$ cat src/rtl/fwd_pkg.sv
// Operand bypass select encodings shared by the hazard unit and the
// datapath operand muxes.
package fwd_pkg;

    localparam logic [1:0] FWD_RF    = 2'b00;
    localparam logic [1:0] FWD_IDEX  = 2'b01;
    localparam logic [1:0] FWD_EXMEM = 2'b10;
    localparam logic [1:0] FWD_MEMWB = 2'b11;

endpackage

$ cat src/rtl/fwd_port_sel.sv
// Per-port bypass select and stall request (combinational).
// In: port address/stage/valid, producer stage tags, scoreboard busy bit.
// Out: sel (FWD_* encoding), stall (load-use or scoreboard hazard).
module fwd_port_sel
    import fwd_pkg::*;
#(
    parameter int AW = 5
) (
    input  logic [AW-1:0] src_addr,
    input  logic          src_in_id,
    input  logic          src_valid,
    input  logic          id_ex_we,
    input  logic          id_ex_memread,
    input  logic [AW-1:0] id_ex_waddr,
    input  logic          ex_mem_we,
    input  logic          ex_mem_memread,
    input  logic [AW-1:0] ex_mem_waddr,
    input  logic          mem_wb_we,
    input  logic [AW-1:0] mem_wb_waddr,
    input  logic          busy,
    output logic [1:0]    sel,
    output logic          stall
);

    logic rd_nz;
    logic m_idex;
    logic m_exmem;
    logic m_memwb;
    logic lu_stall;

    // r0 is hardwired: a zero source never matches and never waits.
    assign rd_nz   = src_valid && (src_addr != '0);
    assign m_idex  = rd_nz && id_ex_we  && (id_ex_waddr  == src_addr);
    assign m_exmem = rd_nz && ex_mem_we && (ex_mem_waddr == src_addr);
    assign m_memwb = rd_nz && mem_wb_we && (mem_wb_waddr == src_addr);

    always_comb begin
        sel = FWD_RF;
        if (src_in_id && m_idex) begin
            sel = FWD_IDEX;
        end else if (m_exmem) begin
            sel = FWD_EXMEM;
        end else if (m_memwb) begin
            sel = FWD_MEMWB;
        end
    end

    // A load in EX/MEM has no data yet for either consumer; a load in
    // ID/EX only hurts a consumer that needs the value in ID.
    assign lu_stall = (m_exmem && ex_mem_memread) ||
                      (src_in_id && m_idex && id_ex_memread);

    assign stall = lu_stall || (rd_nz && busy);

endmodule

$ cat src/rtl/fwd_hazard_unit.sv
// Operand forwarding and hazard unit with a multi-cycle latency scoreboard.
// In: per-port source tags, ID/EX, EX/MEM, MEM/WB producer tags, MDU issue/kill.
// Out: fwd_sel per port, global stall, busy_vec, saturating stall_cnt.
module fwd_hazard_unit
    import fwd_pkg::*;
#(
    parameter int NUM_SRC = 3,
    parameter int AW      = 5,
    parameter int LAT_W   = 3,
    parameter int CNT_W   = 16
) (
    input  logic                  clk,
    input  logic                  reset,
    input  logic [NUM_SRC*AW-1:0] src_addr,
    input  logic [NUM_SRC-1:0]    src_in_id,
    input  logic [NUM_SRC-1:0]    src_valid,
    input  logic                  id_ex_we,
    input  logic                  id_ex_memread,
    input  logic [AW-1:0]         id_ex_waddr,
    input  logic                  ex_mem_we,
    input  logic                  ex_mem_memread,
    input  logic [AW-1:0]         ex_mem_waddr,
    input  logic                  mem_wb_we,
    input  logic [AW-1:0]         mem_wb_waddr,
    input  logic                  mdu_issue,
    input  logic [AW-1:0]         mdu_waddr,
    input  logic [LAT_W-1:0]      mdu_lat,
    input  logic                  mdu_kill,
    output logic [2*NUM_SRC-1:0]  fwd_sel,
    output logic                  stall,
    output logic [2**AW-1:0]      busy_vec,
    output logic [CNT_W-1:0]      stall_cnt
);

    localparam int NUM_REGS = 2**AW;

    logic [LAT_W-1:0] cnt_q [NUM_REGS];
    logic [LAT_W-1:0] cnt_d [NUM_REGS];
    logic [CNT_W-1:0] stall_cnt_q;
    logic [CNT_W-1:0] stall_cnt_d;
    logic [NUM_SRC-1:0] port_stall;

    for (genvar r = 0; r < NUM_REGS; r++) begin : g_busy
        assign busy_vec[r] = (cnt_q[r] != '0);
    end

    for (genvar i = 0; i < NUM_SRC; i++) begin : g_port
        fwd_port_sel #(.AW(AW)) u_sel (
            .src_addr      (src_addr[i*AW +: AW]),
            .src_in_id     (src_in_id[i]),
            .src_valid     (src_valid[i]),
            .id_ex_we      (id_ex_we),
            .id_ex_memread (id_ex_memread),
            .id_ex_waddr   (id_ex_waddr),
            .ex_mem_we     (ex_mem_we),
            .ex_mem_memread(ex_mem_memread),
            .ex_mem_waddr  (ex_mem_waddr),
            .mem_wb_we     (mem_wb_we),
            .mem_wb_waddr  (mem_wb_waddr),
            .busy          (busy_vec[src_addr[i*AW +: AW]]),
            .sel           (fwd_sel[2*i +: 2]),
            .stall         (port_stall[i])
        );
    end

    assign stall     = |port_stall;
    assign stall_cnt = stall_cnt_q;

    // Kill beats issue; issue beats the per-cycle decrement (newest wins).
    always_comb begin
        for (int r = 0; r < NUM_REGS; r++) begin
            cnt_d[r] = cnt_q[r];
            if (mdu_kill) begin
                cnt_d[r] = '0;
            end else if (mdu_issue && (mdu_waddr != '0) &&
                         (mdu_lat != '0) && (mdu_waddr == AW'(r))) begin
                cnt_d[r] = mdu_lat;
            end else if (cnt_q[r] != '0) begin
                cnt_d[r] = cnt_q[r] - LAT_W'(1);
            end
        end
    end

    always_comb begin
        stall_cnt_d = stall_cnt_q;
        if (stall && (stall_cnt_q != '1)) begin
            stall_cnt_d = stall_cnt_q + CNT_W'(1);
        end
    end

    always_ff @(posedge clk) begin
        if (reset) begin
            for (int r = 0; r < NUM_REGS; r++) begin
                cnt_q[r] <= '0;
            end
            stall_cnt_q <= '0;
        end else begin
            for (int r = 0; r < NUM_REGS; r++) begin
                cnt_q[r] <= cnt_d[r];
            end
            stall_cnt_q <= stall_cnt_d;
        end
    end

endmodule

$ cat config.mk
export PLATFORM = sky130hd
export DESIGN_NAME = fwd_hazard_unit
export DESIGN_NICKNAME = d
export VERILOG_FILES = /design/src/rtl/fwd_pkg.sv /design/src/rtl/fwd_port_sel.sv /design/src/rtl/fwd_hazard_unit.sv
export SDC_FILE = /design/constraint.sdc
export NUM_CORES = 1
export LEC_CHECK = 0
export CELL_PAD_IN_SITES_DETAIL_PLACEMENT = 1
export CELL_PAD_IN_SITES_GLOBAL_PLACEMENT = 1
export CORE_AREA = 2 2 140 142
export DETAILED_ROUTE_END_ITERATION = 8
export DIE_AREA = 0 0 142 144
export PLACE_DENSITY_LB_ADDON = 0.1
export RECOVER_POWER = 25
export SYNTH_ARGS = -nofsm -noshare
export SYNTH_HDL_FRONTEND = slang
export SYNTH_SLANG_ARGS = --single-unit
$ cat constraint.sdc
create_clock -name clk -period 6.4 [get_ports clk]
set_input_delay 0.96 -clock clk [delete_from_list [all_inputs] [get_ports clk]]
set_output_delay 0.96 -clock clk [all_outputs]
set_load 0.02 [all_outputs]
# Word-level counts from Yosys, hierarchy flattened
# Memories as Yosys holds them, arrays and structs flattened.
# Cells that the tools add are included.
dict set report totals {
  word_cells 370
  regBits 16
  ramBits 96
  memories 1
  output_inout_bits 55
}
dict set report classes {
  n_eq_ne 41
  n_bitwise 32
  mux 146
  n_lt_le_gt_ge 3
  add_sub_neg 33
  reduce_logical 113
}
# memory depth width rd rd_clocked_by_memory_dff write_ports line
set mem_list {}
lappend mem_list {cnt_q 32 3 32 0 32 fwd_hazard_unit.sv:37} ;# logic [LAT_W-1:0] cnt_q [NUM_REGS];
# op count
set ops {}
lappend ops {{3-bit 2-to-1 mux} 128}
lappend ops {{3-bit nonzero test} 33}
lappend ops {{3-bit by 1-bit subtractor with 3-bit output, second input constant} 32}
lappend ops {{5-bit == test, second input constant} 16}
lappend ops {{1-bit logical AND} 68}
lappend ops {{5-bit == test} 9}
lappend ops {{5-bit by 4-bit == test with 1-bit output, second input constant} 8}
lappend ops {{1-bit bitwise OR} 32}
lappend ops {{5-bit by 3-bit == test with 1-bit output, second input constant} 4}
lappend ops {{5-bit nonzero test} 4}
lappend ops {{5-bit by 6-bit < comparator with 1-bit output, second input constant} 3}
lappend ops {{2-bit 2-to-1 mux} 9}
lappend ops {{16-bit by 1-bit adder with 16-bit output, second input constant} 1}
lappend ops {{16-bit != test, second input constant} 1}
lappend ops {{1-bit binary-select mux with 5-bit select} 3}
lappend ops {{5-bit by 2-bit == test with 1-bit output, second input constant} 2}
lappend ops {{1-bit logical OR} 6}
lappend ops {{1-bit 2-to-1 mux} 6}
lappend ops {{5-bit by 1-bit == test with 1-bit output, second input constant} 1}
lappend ops {{5-bit logical NOT} 1}
lappend ops {{3-bit OR reduction} 1}

# Longest topological paths before layout
# Gate-level depths: netlist (run 1).
dict set report logic_depth {
  depth_word 10
  depth_mapped 13
}

# Modules after synthesis
# From an unflattened synthesis (run 1), not the netlist that was laid out.
dict set report unflattened {
  cells_unflattened 1027
  hier_area_um2 8649.5
}
# mod n_inst cells_per_inst seq_area_each_um2 area_per_inst_um2
set modules_own_cells {}
lappend modules_own_cells {fwd_hazard_unit 1 919 2242.2 7876.3}
lappend modules_own_cells {fwd_port_sel 3 36 0.0 257.7}

# Least setup slack after synthesis (run 1)
# OpenSTA, ideal clock, no wires.
dict set report synth_path {
  path_type {input-to-output}
  from {input port src_addr[5]}
  to {output port stall}
  cell_stages 7
  required_time_ns 5.440
  path_slack_ns 2.648
  t_arrival_ns 2.792
  cell_sequence {buf_2 -> mux4_2 -> a2111oi_2 -> a311o_2 -> nand4_2 -> or3_1 -> buf_2}
}
dict set report synth_between {
  elab_chain_len 9
  word_cells_on_any_way 17
}
# element line
set synth_lines {}
lappend synth_lines {{start, declared} fwd_hazard_unit.sv:14} ;# input logic [NUM_SRC*AW-1:0] src_addr,
lappend synth_lines {{branches (longest 7 deep; another with 1-bit binary-select mux with 5-bit select)} n/a}
lappend synth_lines {{1-bit logical OR (*)} fwd_port_sel.sv:53} ;# assign stall = lu_stall || (rd_nz && busy);
lappend synth_lines {{3-bit OR reduction (*)} fwd_hazard_unit.sv:66} ;# assign stall = |port_stall;
lappend synth_lines {{end, declared} fwd_hazard_unit.sv:30} ;# output logic stall,
# Every way passes the cells marked *. The select of a mux whose other input is x is not followed.

# Final worst setup path (run 1)
dict set report layout_path {
  from {input port src_addr[7]}
  to {output port stall}
}
# Same word-level chain as after synthesis.

==> flow_summary.ini, run 1 <==
[routing]
dr_wl_met2_um = 12130
drtIter0Drc = 317
drc_errors = 0
routed_wl_um = 24960
wl_met3_um = 889
num_vias = 7592
via_per_inst = 5.497
wl_met1_um = 11450
wl_per_cell_um = 18.07
topRoutingLayerUsed = met4
first_pass_iters = 4
antenna_left = 0

[placement]
dpl-instance-area_um2 = 9523
placed_cells = 1365
hpwl_um = 18550
place_congestion = 0.9031
port_buffers = 107
dp_slack_ps = 1255

[yosys]
synth_cell_types = 61
ys_top_cells_by_area = dfxtp_1 (27%), ha_1 (9.8%), nor2_1 (7.8%)
synth-edff-count = 0
syn-cell-area_um2 = 8325
netlist_instances = 1065
synth_compound_area_frac = 0.1464
synth_top_family_by_area = simple AND/OR/NAND/NOR gates
synth_ff_type = dfxtp_1
yosysTopAreaCell = dfxtp_1
synth-xor-area-share = 0.08401
synth_area_per_cell_um2 = 7.817
syn_nets = 1183
synth-seq-area-share = 0.2693
synthMuxAreaShare = 0.1020
ys_ff_latch = 112
synth-simple-area-share = 0.2217
synth_most_common_cell = nor2_1
synth_commonest_cells = nor2_1 (173), dfxtp_1 (112), inv_1 (104)
netlist.area_leader.share = 0.2693
yosysWarnings = 0
async_flop_share = 0
synth_fa_ha_area_frac = 0.09769

[power]
peakVddDrop_mv = 0.1320
power.density_nw_per_um2 = 187.4
leakage_nw = 4.029
total_power_mw = 1.839

[timing]
rsz0062_at_grt = false
slew_violations = 132
tightest_slew_ps = 2361
period_minus_slack_ps = 5167
timing.fmax_mhz = 193.5
slew_headroom = -0.5743
finalClockSkew_ps = 9.275
hold_slack_ps = 484.4
hold_viol = 0
worst_slack_ps = 1233
setup_violations = 0
period_share = 0.8074
finalSetupTns_ps = 0

[run_status]
violations = capacitance limit, slew limit
outcome = complete, but fails checks

[clocking]
h-tree-depth = 3
cts_hold_buffers = 0
cts-root-buf = clkbuf_16
cts_sinks = 112
clk_latency_ps = 370
path_clk_slew_ps = 80
cts_tree = yes
cts_buffer_depth = 2
cts_resized = 0
postCtsSetupBuffers = 0
cts_buffers = 9

[global_routing]
grt_overflow_total = 0
grt_pass1_vias = 7676
grt_max_degree = 52
track_usage = 0.2485
grt_pass1_wl_um = 40010
antenna_found_initial = 0

[layout]
final_util = 0.5143
drive_above_1_share = 0.06824
diodes = 0
finalNonFillerCells = 1381
layout.nets = 1256
final_cell_area_um2 = 9813
num-fill-cells = 2355
syn_to_final_growth_pct = 17.87

[setup_path]
cp.arrival_ps = 4210
required_ps = 5440
cp_max_fo = 16
worstSetupStartpointType = input pin
critical_path.endpoint_type = primary output
crit_type = in -> out

[die]
die_y_um = 144
initial_core_util = 0.4364
die_x_um = 142
ios = 108
die-area_um2 = 20450
core_um2 = 19080
fp-row-count = 51

[worst_hold_path]
hp-class = reg -> reg

[flow_run]
maxCapViolCount = 3
[where the power goes]
group / switching (mW) / leakage, nW / internal, mW
logic: 0.289 / 2.98 / 0.209
registers: 0.0153 / 0.904 / 0.718
clock network: 0.296 / 0.146 / 0.311
total: 0.600 / 4.03 / 1.24
[logic make-up after synthesis]
kind of cell	Yosys count
xor gates and xnor gates	79
adders and majority gates	65
DFF	112
AOI/OAI and AO/OA	188
and+or+nand+nor	393
muxes	64
buffers and inverters	164
[final timing paths]
| kind | startpoint | endpoint | slack, ps | depth (start not counted) |
|---|---|---|---|---|
| worst min-delay path | stall_cnt[11] | stall_cnt[11] | 480 | 2 |
| worst max register to register | cnt_q[0][24] | stall_cnt[8] | 3120 | 11 |
| worst max-delay path | src_addr[7] | stall | 1230 | 8 |
| worst min register to register | stall_cnt[11] | stall_cnt[11] | 480 | 2 |
[cell type report]
type / count / area, um^2 / share of cell area
clock inverters: 6 / 75.07 / 0.007650
inverters: 108 / 405.4 / 0.04131
multi-input cells: 789 / 5426 / 0.5530
clock buffers: 10 / 229.0 / 0.02333
well taps: 238 / 297.8 / 0.03035
flip-flops and latches: 112 / 2242 / 0.2285
repair buffers: 118 / 1137 / 0.1159
[layout by cell type, fill, tap and decap left out, types with 3 or more instances in the layout]
cell / synthesis / layout
mux4_2: 16 / 16
buf_4: 0 / 8
o21ai_0: 16 / 16
nand4_1: 11 / 11
nor3_1: 15 / 15
a211oi_1: 25 / 25
and2_1: 5 / 5
o211ai_1: 10 / 10
nand2_1: 69 / 69
o21ai_2: 7 / 7
o21ai_1: 7 / 7
nand3_1: 36 / 36
nor2_1: 173 / 173
inv_2: 4 / 4
o31ai_1: 3 / 3
nor2b_1: 31 / 31
dfxtp_1: 112 / 112
dlygate4sd3_1: 0 / 24
o31ai_2: 3 / 3
inv_1: 104 / 104
nor4_1: 4 / 4
xnor2_1: 69 / 69
a21oi_1: 83 / 83
or4_1: 3 / 3
xor2_1: 9 / 9
and3_1: 4 / 4
a21oi_2: 9 / 9
o2111ai_1: 7 / 7
nor2b_4: 3 / 3
ha_1: 65 / 65
clkbuf_1: 39 / 4
nor3b_1: 5 / 5
or2_2: 4 / 3
mux2i_1: 44 / 44
clkdlybuf4s50_1: 0 / 82
or3_1: 14 / 14
nand2b_1: 5 / 5
nand3b_1: 7 / 7
clkbuf_16: 0 / 9
[worst max-delay path: stages]
cell,delay (ps)
clkdlybuf4s50_1,770
or4_1,650
o21ai_1,260
nor3_1,150
o31ai_2,230
nand4_2,160
or3_1,410
clkdlybuf4s50_1,590
[state kept, by name (all words and copies together), names as in the netlist]
signal and cells:
stall_cnt 16, cnt_q 96
[layer usage]
metal  global-route usage  vias up
li1                     -     3731
met1               0.3115     3684
met2               0.4366      140
met3              0.03543       37
met4              0.08842        0
met5                    0        -
Note: power is estimated with default switching activity, not from simulation.
==> run 2: changes to the inputs <==
--- a/config.mk
+++ b/config.mk
@@ -7,9 +7,9 @@
 export LEC_CHECK = 0
 export CELL_PAD_IN_SITES_DETAIL_PLACEMENT = 1
 export CELL_PAD_IN_SITES_GLOBAL_PLACEMENT = 1
-export CORE_AREA = 2 2 140 142
+export CORE_AREA = 2 2 144 146
 export DETAILED_ROUTE_END_ITERATION = 8
-export DIE_AREA = 0 0 142 144
+export DIE_AREA = 0 0 146 148
 export PLACE_DENSITY_LB_ADDON = 0.1
 export RECOVER_POWER = 25
 export SYNTH_ARGS = -nofsm -noshare
==> constraint.sdc (replaced) <==
create_clock -name clk -period 5.1 [get_ports clk]
set_input_delay 0.765 -clock clk [delete_from_list [all_inputs] [get_ports clk]]
set_output_delay 0.765 -clock clk [all_outputs]
set_load 0.02 [all_outputs]
==> run 2 against run 1 <==
Effect of this change: critical path type unchanged; core utilization decreased by 1.7 points; wire length increased by 2.1%; setup slack got worse by 830 ps; final cell count increased by 3.3%; global-route usage decreased by 0.84 points; clock skew increased by 1.7 ps; highest routed layer unchanged; largest power group unchanged; the run still ends with capacitance limit, slew limit left; first-iteration DRC count increased by 11%; worst hold slack improved by 8.8 ps; design area increased by 1.6%; flip-flop and latch count unchanged; non-clock buffer count increased by 14.
==> flow_summary.ini, run 2 (synthesis gave the netlist of run 1 again) <==
[run_status]
outcome = complete, but fails checks
violations = capacitance limit, slew limit

[die]
die-area_um2 = 21610
die_y_um = 148
ios = 108
die_x_um = 146
initial_core_util = 0.4155
core_um2 = 20040
fp-row-count = 52

[layout]
largest_reg_flops = 96
syn_to_final_growth_pct = 19.81
layout.nets = 1270
largest-register = cnt_q
drive_above_1_share = 0.08211
diodes = 0
layout_commonest_cell = nor2_1
num-fill-cells = 2512
layout_common_cells = nor2_1 (173), dfxtp_1 (112), inv_1 (104), clkdlybuf4s50_1 (85), a21oi_1 (83)

[routing]
antenna_left = 0
wl_met1_um = 11340
drtIter0Drc = 353
dr_wl_met2_um = 12120
num_vias = 7695
via_per_inst = 5.392
routed_wl_um = 25480
topRoutingLayerUsed = met4
wl_per_cell_um = 17.86
drc_errors = 0
wl_met3_um = 1444
first_pass_iters = 4

[timing]
hold_viol = 0
hold_slack_ps = 493.2
rsz0062_at_grt = false
finalSetupTns_ps = 0
slew_violations = 41
setup_violations = 0
finalClockSkew_ps = 10.94
period_minus_slack_ps = 4696
period_share = 0.9209
tightest_slew_ps = 2740
slew_headroom = -0.8267
timing.fmax_mhz = 212.9

[global_routing]
antenna_found_initial = 0
grt_pass1_wl_um = 41560
grt_overflow_total = 0
grt_pass1_vias = 7998
track_usage = 0.2401
grt_max_degree = 41

[clocking]
cts_hold_buffers = 0
cts_buffer_depth = 2
cts_resized = 0
cts-root-buf = clkbuf_16
path_clk_slew_ps = 80
postCtsSetupBuffers = 0
cts_sinks = 112
clk_latency_ps = 370
h-tree-depth = 3
cts_tree = yes
cts_buffers = 9

[power]
total_power_mw = 2.332
peakVddDrop_mv = 0.1513
leakage_nw = 4.110
power.density_nw_per_um2 = 233.8

[setup_path]
crit_type = in -> out
critical_path.endpoint_type = primary output
cp_max_fo = 8
cp.arrival_ps = 3930
required_ps = 4340
worstSetupStartpointType = input pin

[placement]
place_congestion = 0.9027
port_buffers = 107
hpwl_um = 18920

[worst_hold_path]
hp-class = reg -> reg

[flow_run]
maxCapViolCount = 1
[run 2: changes by cell type in the layout (fill, tap and decap cells not counted), sizes merged]
cell,previous run,this run
buf,9,22
clkinvlp,1,0
dlygate4sd3,24,22
clkdlybuf4s50,82,85
clkbuf,13,12
clkinv,1,3
[run 2: critical path: stages]
cell and delay (ps):
clkdlybuf4s50_1 610, or4_1 620, o21ai_1 290, nor3_1 160
o31ai_2 270, nand4_2 190, or3_1 450, clkdlybuf4s50_1 580
[run 2: final timing paths]
check / startpoint / endpoint / slack [ps] / cells after the start
hold / removal: stall_cnt[6] / stall_cnt[6] / 490 / 2
setup reg to reg: cnt_q[0][24] / stall_cnt[8] / 1810 / 11
setup / recovery: src_addr[5] / stall / 400 / 8
hold reg to reg: stall_cnt[6] / stall_cnt[6] / 490 / 2
[run 2: through the flow]
stage                     utilization  instances  instance area (um^2)  setup WS (ps)
final                          0.4978       1427                  9975          403.7
after global routing           0.4978       1427                  9975          213.5
after CTS                      0.4983       1427                  9985          383.5
after detailed placement       0.4827       1411                  9673          462.7
after global placement         0.4827       1411                  9673          532.1
after floorplan                     -       1065                  8325           1738
[run 2: per-layer routing]
| metal | vias to the layer above | global-route usage |
|---|---|---|
| met4 | 0 | 0.06893 |
| met3 | 42 | 0.04475 |
| met1 | 3707 | 0.3036 |
| li1 | 3762 | - |
| met2 | 184 | 0.4191 |
| met5 | - | 0 |
[run 2: final cells by class]
type	count	area [um^2]	area share
clock inverters	7	86.33	0.008655
well taps	270	337.8	0.03387
inverters	108	405.4	0.04064
flip-flops and latches	112	2242	0.2248
multi-input cells	789	5426	0.5440
repair buffers	132	1251	0.1254
clock buffers	9	225.2	0.02258
[run 2: report_power, final]
group / internal [mW] / switching (mW) / leakage, nW
sequential: 0.901 / 0.0190 / 0.904
combinational: 0.270 / 0.364 / 3.05
clock: 0.392 / 0.386 / 0.154
total: 1.56 / 0.769 / 4.11
